===== src/rtl/uart_pkg.sv =====
// Shared UART command definitions: default command width, field layout and
// the output-stage load selection used by the command queue.
package uart_pkg;

  localparam int CMD_W_DEF = 16;

  typedef enum logic [3:0] {
    OP_NOP   = 4'h0,
    OP_WRITE = 4'h1,
    OP_READ  = 4'h2,
    OP_BREAK = 4'hF
  } uart_op_e;

  // Command word layout as seen by the uart block.
  typedef struct packed {
    uart_op_e    opcode;
    logic [3:0]  addr;
    logic [7:0]  data;
  } uart_cmd_t;

  // What the queue's output register does on a given cycle.
  typedef enum logic [1:0] {
    OUT_HOLD,
    OUT_ARRAY,
    OUT_BYPASS,
    OUT_DRAIN
  } out_sel_e;

  function automatic uart_op_e cmd_opcode(input logic [CMD_W_DEF-1:0] word);
    uart_cmd_t c;
    c = uart_cmd_t'(word);
    return c.opcode;
  endfunction

endpackage


===== src/rtl/uart_cmd_mem.sv =====
// Command storage array: one synchronous write port and one
// combinational read port.
module uart_cmd_mem #(
  parameter  int CMD_WIDTH = 16,
  parameter  int DEPTH     = 8,
  localparam int AW        = $clog2(DEPTH)
) (
  input  logic                 clk,
  input  logic                 we,
  input  logic [AW-1:0]        waddr,
  input  logic [CMD_WIDTH-1:0] wdata,
  input  logic [AW-1:0]        raddr,
  output logic [CMD_WIDTH-1:0] rdata
);

  logic [CMD_WIDTH-1:0] mem [DEPTH];

  always_ff @(posedge clk) begin
    if (we) mem[waddr] <= wdata;
  end

  assign rdata = mem[raddr];

endmodule


===== src/rtl/uart_cmd_queue.sv =====
// Command queue in front of the uart: DEPTH-entry array plus a registered
// show-ahead output stage, with a sticky overflow flag for dropped writes.
module uart_cmd_queue
  import uart_pkg::*;
#(
  parameter  int CMD_WIDTH = CMD_W_DEF,
  parameter  int DEPTH     = 8,
  localparam int AW        = $clog2(DEPTH)
) (
  input  logic                 clk,
  input  logic                 rst,
  input  logic [CMD_WIDTH-1:0] wr_data,
  input  logic                 wr_en,
  output logic                 full,
  output logic                 empty,
  output logic [AW:0]          level,
  output logic [CMD_WIDTH-1:0] cmd_in,
  output logic                 cmd_vld,
  input  logic                 cmd_rdy,
  output logic                 overflow,
  input  logic                 ovf_clr
);

  logic [AW-1:0]        rd_ptr;
  logic [AW-1:0]        wr_ptr;
  logic [AW:0]          arr_cnt;
  logic                 arr_empty;
  logic                 push;
  logic                 pop;
  logic                 out_free;
  logic                 mem_we;
  logic [CMD_WIDTH-1:0] mem_rdata;
  out_sel_e             out_sel;

  assign full      = (level == (AW+1)'(DEPTH + 1));
  assign empty     = (level == '0);
  assign push      = wr_en & ~full;
  assign pop       = cmd_vld & cmd_rdy;
  assign out_free  = ~cmd_vld | pop;
  // Words in the array are everything counted by level except the output register.
  assign arr_cnt   = level - (AW+1)'(cmd_vld);
  assign arr_empty = (arr_cnt == '0);

  always_comb begin
    out_sel = OUT_HOLD;
    if (out_free) begin
      if (!arr_empty)  out_sel = OUT_ARRAY;
      else if (push)   out_sel = OUT_BYPASS;
      else             out_sel = OUT_DRAIN;
    end
  end

  assign mem_we = push & (out_sel != OUT_BYPASS);

  uart_cmd_mem #(
    .CMD_WIDTH (CMD_WIDTH),
    .DEPTH     (DEPTH)
  ) u_mem (
    .clk   (clk),
    .we    (mem_we),
    .waddr (wr_ptr),
    .wdata (wr_data),
    .raddr (rd_ptr),
    .rdata (mem_rdata)
  );

  always_ff @(posedge clk) begin
    if (rst) begin
      cmd_vld  <= 1'b0;
      cmd_in   <= '0;
      rd_ptr   <= '0;
      wr_ptr   <= '0;
      level    <= '0;
      overflow <= 1'b0;
    end else begin
      case (out_sel)
        OUT_ARRAY: begin
          cmd_in  <= mem_rdata;
          cmd_vld <= 1'b1;
          rd_ptr  <= rd_ptr + 1'b1;
        end
        OUT_BYPASS: begin
          cmd_in  <= wr_data;
          cmd_vld <= 1'b1;
        end
        OUT_DRAIN: cmd_vld <= 1'b0;
        default:   ;
      endcase

      if (mem_we) wr_ptr <= wr_ptr + 1'b1;

      case ({push, pop})
        2'b10:   level <= level + (AW+1)'(1);
        2'b01:   level <= level - (AW+1)'(1);
        default: ;
      endcase

      if (wr_en && full) overflow <= 1'b1;
      else if (ovf_clr)  overflow <= 1'b0;
    end
  end

endmodule

===== config.mk =====
export PLATFORM = sky130hd
export DESIGN_NAME = uart_cmd_queue
export DESIGN_NICKNAME = d
export VERILOG_FILES = /design/src/rtl/uart_pkg.sv /design/src/rtl/uart_cmd_mem.sv /design/src/rtl/uart_cmd_queue.sv
export SDC_FILE = /design/constraint.sdc
export NUM_CORES = 1
export LEC_CHECK = 0
export BUFFER_PORTS_ARGS = -buffer_cell sky130_fd_sc_hd__clkbuf_2
export CAP_MARGIN = 20
export CORE_MARGIN = 2
export CORE_UTILIZATION = 50
export CTS_CLUSTER_SIZE = 24
export DETAILED_ROUTE_END_ITERATION = 12
export GPL_ROUTABILITY_DRIVEN = 0
export PLACE_DENSITY_LB_ADDON = 0.15
export SYNTH_ARGS = -nofsm -noshare
export SYNTH_HDL_FRONTEND = slang
export SYNTH_SLANG_ARGS = --single-unit

===== constraint.sdc =====
create_clock -name clk -period 4.2 [get_ports clk]
set_clock_uncertainty 0.1 [all_clocks]
set_input_delay 1.05 -clock clk [delete_from_list [all_inputs] [get_ports clk]]
set_output_delay 1.05 -clock clk [all_outputs]
set_load 0.005 [all_outputs]

==> impl_metrics.yaml <==
timing:
  finalHoldViolCount: 0
  min_period_ns: 3.08
  rsz0062_at_grt: "false"
  setup_viol: 0
  final.setup.tns_ns: 0
  maxSlewViolCount: 0
  slew_headroom_pct: 39.0
  max_freq_mhz: 325
  min_period_over_period_pct: 73.3
  tightest_slew_ns: 0.911
floorplanning:
  rows: 41
  ios: 45
  die_x_um: 117
  core-area_um2: 12600
  start_util_pct: 50.8
  die_h_um: 117
  die_area_um2: 13700
worst_setup_path:
  max_stage_delay_ns: 0.78
  cpMostUsedCell: "ha_1"
  startpoint: "level[0]"
  path_class: "reg2reg"
  crit_path_end_kind: "register"
  worst_r2r_path_depth: 8
  slowest_stage: "or3_1"
  cp_top_family: "simple AND/OR/NAND/NOR gates"
  start_kind: "register"
  path_buf_inv: 1
  required_ns: 4.43
  crit_path_end: "cmd_in[15]"
  cp.depth: 8
  path_cells: "inv_1 > ha_1 > xnor2_1 > nand3_1 > o21a_1 > ha_1 > or3_1 > o22ai_1"
  r2r_end: "cmd_in[15]"
  rrSetupSlack_ns: 1.12
  cp.arrival_ns: 3.31
  cp_max_fo: 16
  rr_startpoint: "level[0]"
layout:
  drive_gt1_share_pct: 22.7
  finalNetCount: 498
  fin_cells: 652
  area_growth_syn_to_layout_pct: 16.8
  antennaDiodeCount: 0
  utilization_pct: 59.3
clocking:
  cts_max_level: 4
  cts_hold_buffers: 0
  post_cts_buffers: 0
  cts_sinks: 159
  cts_buffers: 17
  clock_latency_ns: 0.42
  cts_tree: "yes"
  cts_resized: 0
  clock_path_buffers: 2
  clkTransAtPathRegs_ns: 0.06
  cts_root_buf: "clkbuf_16"
detailed_routing:
  wire_per_inst_um: 19.8
  wirelength_mm: 12.9
  drcViolationCount: 0
  dr.first_iter.drc_count: 277
  antenna_left: 0
  vias_per_cell: 5.62
  vias: 3663
  dr.pass1.iters: 5
logic_synthesis:
  synth_cells: 410
  syn_area_um2: 6390
  yosysSeqAreaShare_pct: 69.9
  syn_avg_cell_area_um2: 15.6
  ys_warn_count: 0
  ys_ff_latch: 159
  synth.net_count: 441
  yosysUniqueCellTypes: 36
power:
  internal-power_uw: 3320
  p_leak_uw: 0.00267
  pwr-share-clk_pct: 35.1
  sequentialPowerShare_pct: 42.7
  switching_share_pct: 27.5
  p_sw_uw: 1260
  peakVddDrop_v: 0.000291
  combPwrFrac_pct: 22.3
  p_per_area_nw_per_um2: 613
placed_design:
  dp_cells: 619
  dp_hpwl_mm: 7.72
  io_buffers: 44
global_route:
  grt-ovfl-total: 0
  grt_usage_pct: 20.6
  grt_max_degree: 65
  grt_pass1_wl_mm: 20.1
  grt_pass1_vias: 3609
  grt_antenna_before_repair: 0
run_status:
  status: "finished, final reports clean"
worst_hold_path:
  min_path_type: "reg2reg"
flow_run:
  drv_cap: 0
state kept, by name, indices dropped and copies added (netlist names), named ones only:
name       flops
rd_ptr         3
cmd_vld        1
level          4
cmd_in        16
wr_ptr         3
u_mem.mem    128
overflow       1
area by class of cell:
cell class                      count  area (um2)
Clock inverter                     11         163
Tap cell                          172         215
Multi-Input combinational cell    222        1760
Timing Repair Buffer               61         368
Inverter                            6        22.5
Fill cell                         982        5110
Clock buffer                       21         460
Sequential cell                   159        4470
layer usage:
layer / global-route usage, % / vias to the layer above / part of all wire [%]
met5: 0 / - / 0
met4: 7.06 / 0 / 1.5
met3: 5.72 / 22 / 5.5
met2: 33.2 / 106 / 49
met1: 27.2 / 1834 / 44
li1: - / 1701 / -
kinds of logic after synthesis:
logic type / Yosys count / share of synthesized area [%]
flip-flops: 159 / 69.9
AO/OA/AOI/OAI: 77 / 9.25
multiplexers: 65 / 10.2
AND/OR/NAND/NOR: 64 / 5.05
buffers and inverters: 29 / 2.72
adder cells (fa/ha/maj): 10 / 2.08
XOR/XNOR: 6 / 0.823
worst min-delay path: cells and delay by family (launching register included):
family	cells	cell delay, ns
AO/OA/AOI/OAI	2	0.15
flip-flops	1	0.33
cells in the final DEF (no fill, tap or decap), types with 3 or more instances in the layout:
cell / netlist / final
a21oi_1: 10 / 10
nor2_1: 20 / 20
nand2_1: 21 / 21
xor2_1: 3 / 3
nor3_2: 1 / 3
clkinvlp_4: 0 / 3
ha_1: 9 / 9
nand2b_1: 5 / 5
bufinv_16: 0 / 4
o22ai_2: 10 / 10
a22oi_1: 47 / 47
inv_1: 6 / 6
clkbuf_2: 0 / 44
dfxtp_1: 31 / 30
clkinv_2: 0 / 4
buf_4: 4 / 16
mux2i_1: 65 / 65
xnor2_1: 3 / 3
clkbuf_16: 0 / 17
o22ai_1: 6 / 6
edfxtp_1: 128 / 128
power by group through the flow:
stage	clock, uW	sequential, uW	combinational, uW
global placement	0	2070	894
floorplan	0	1930	802
detailed placement	0	2080	916
finish	1600	1950	1020
global route	1700	1970	1120
CTS	1620	2050	921
worst min path at each step:
stage | endpoint | cells past startpoint | slack, ns | startpoint
2_1_floorplan | wr_ptr[0] | 2 | 0.38 | wr_ptr[0]
3_3_place_gp | rd_ptr[2] | 2 | 0.41 | rd_ptr[2]
3_5_place_dp | wr_ptr[0] | 2 | 0.42 | wr_ptr[0]
4_1_cts | wr_ptr[0] | 2 | 0.42 | wr_ptr[0]
5_1_grt | register | 2 | 0.47 | rd_ptr[2]
6_report | wr_ptr[0] | 2 | 0.42 | wr_ptr[0]
through the flow:
stage               hold WS (ns)  worst slack, ns  power, uW  area (um2)
global placement           0.409             1.08       2960        6810
finish                     0.424             1.12       4570        7460
detailed placement         0.416            0.992       2990        6810
floorplan                  0.379            0.564       2730        6390
global route               0.466            0.968       4790        7460
CTS                        0.424             1.15       4590        7430
synth_stat cells:
cell type,instances,area share [%]
edfxtp_1,128,60
mux2i_1,65,10
a22oi_1,47,5.5
dfxtp_1,31,9.7
nand2_1,21,1.2
nor2_1,20,1.2
a21oi_1,10,0.78
o22ai_2,10,2.0
clkbuf_1,9,0.53
ha_1,9,1.8
buf_6,6,1.1
inv_1,6,0.35
o22ai_1,6,0.59
nand2b_1,5,0.49
buf_2,4,0.31
buf_4,4,0.47
nor2b_1,3,0.29
xnor2_1,3,0.41
xor2_1,3,0.41
and2_1,2,0.20
nor3_1,2,0.16
o21ai_0,2,0.16
and2b_1,1,0.12
and3_1,1,0.098
and4bb_4,1,0.25
fa_1,1,0.31
nand3_1,1,0.078
nand3_2,1,0.16
nand4_1,1,0.098
nor3_2,1,0.16
nor4_1,1,0.098
nor4b_2,1,0.23
o21a_1,1,0.12
o31ai_1,1,0.12
or3_1,1,0.098
or4_1,1,0.12
(Power assumes the default switching activity.)
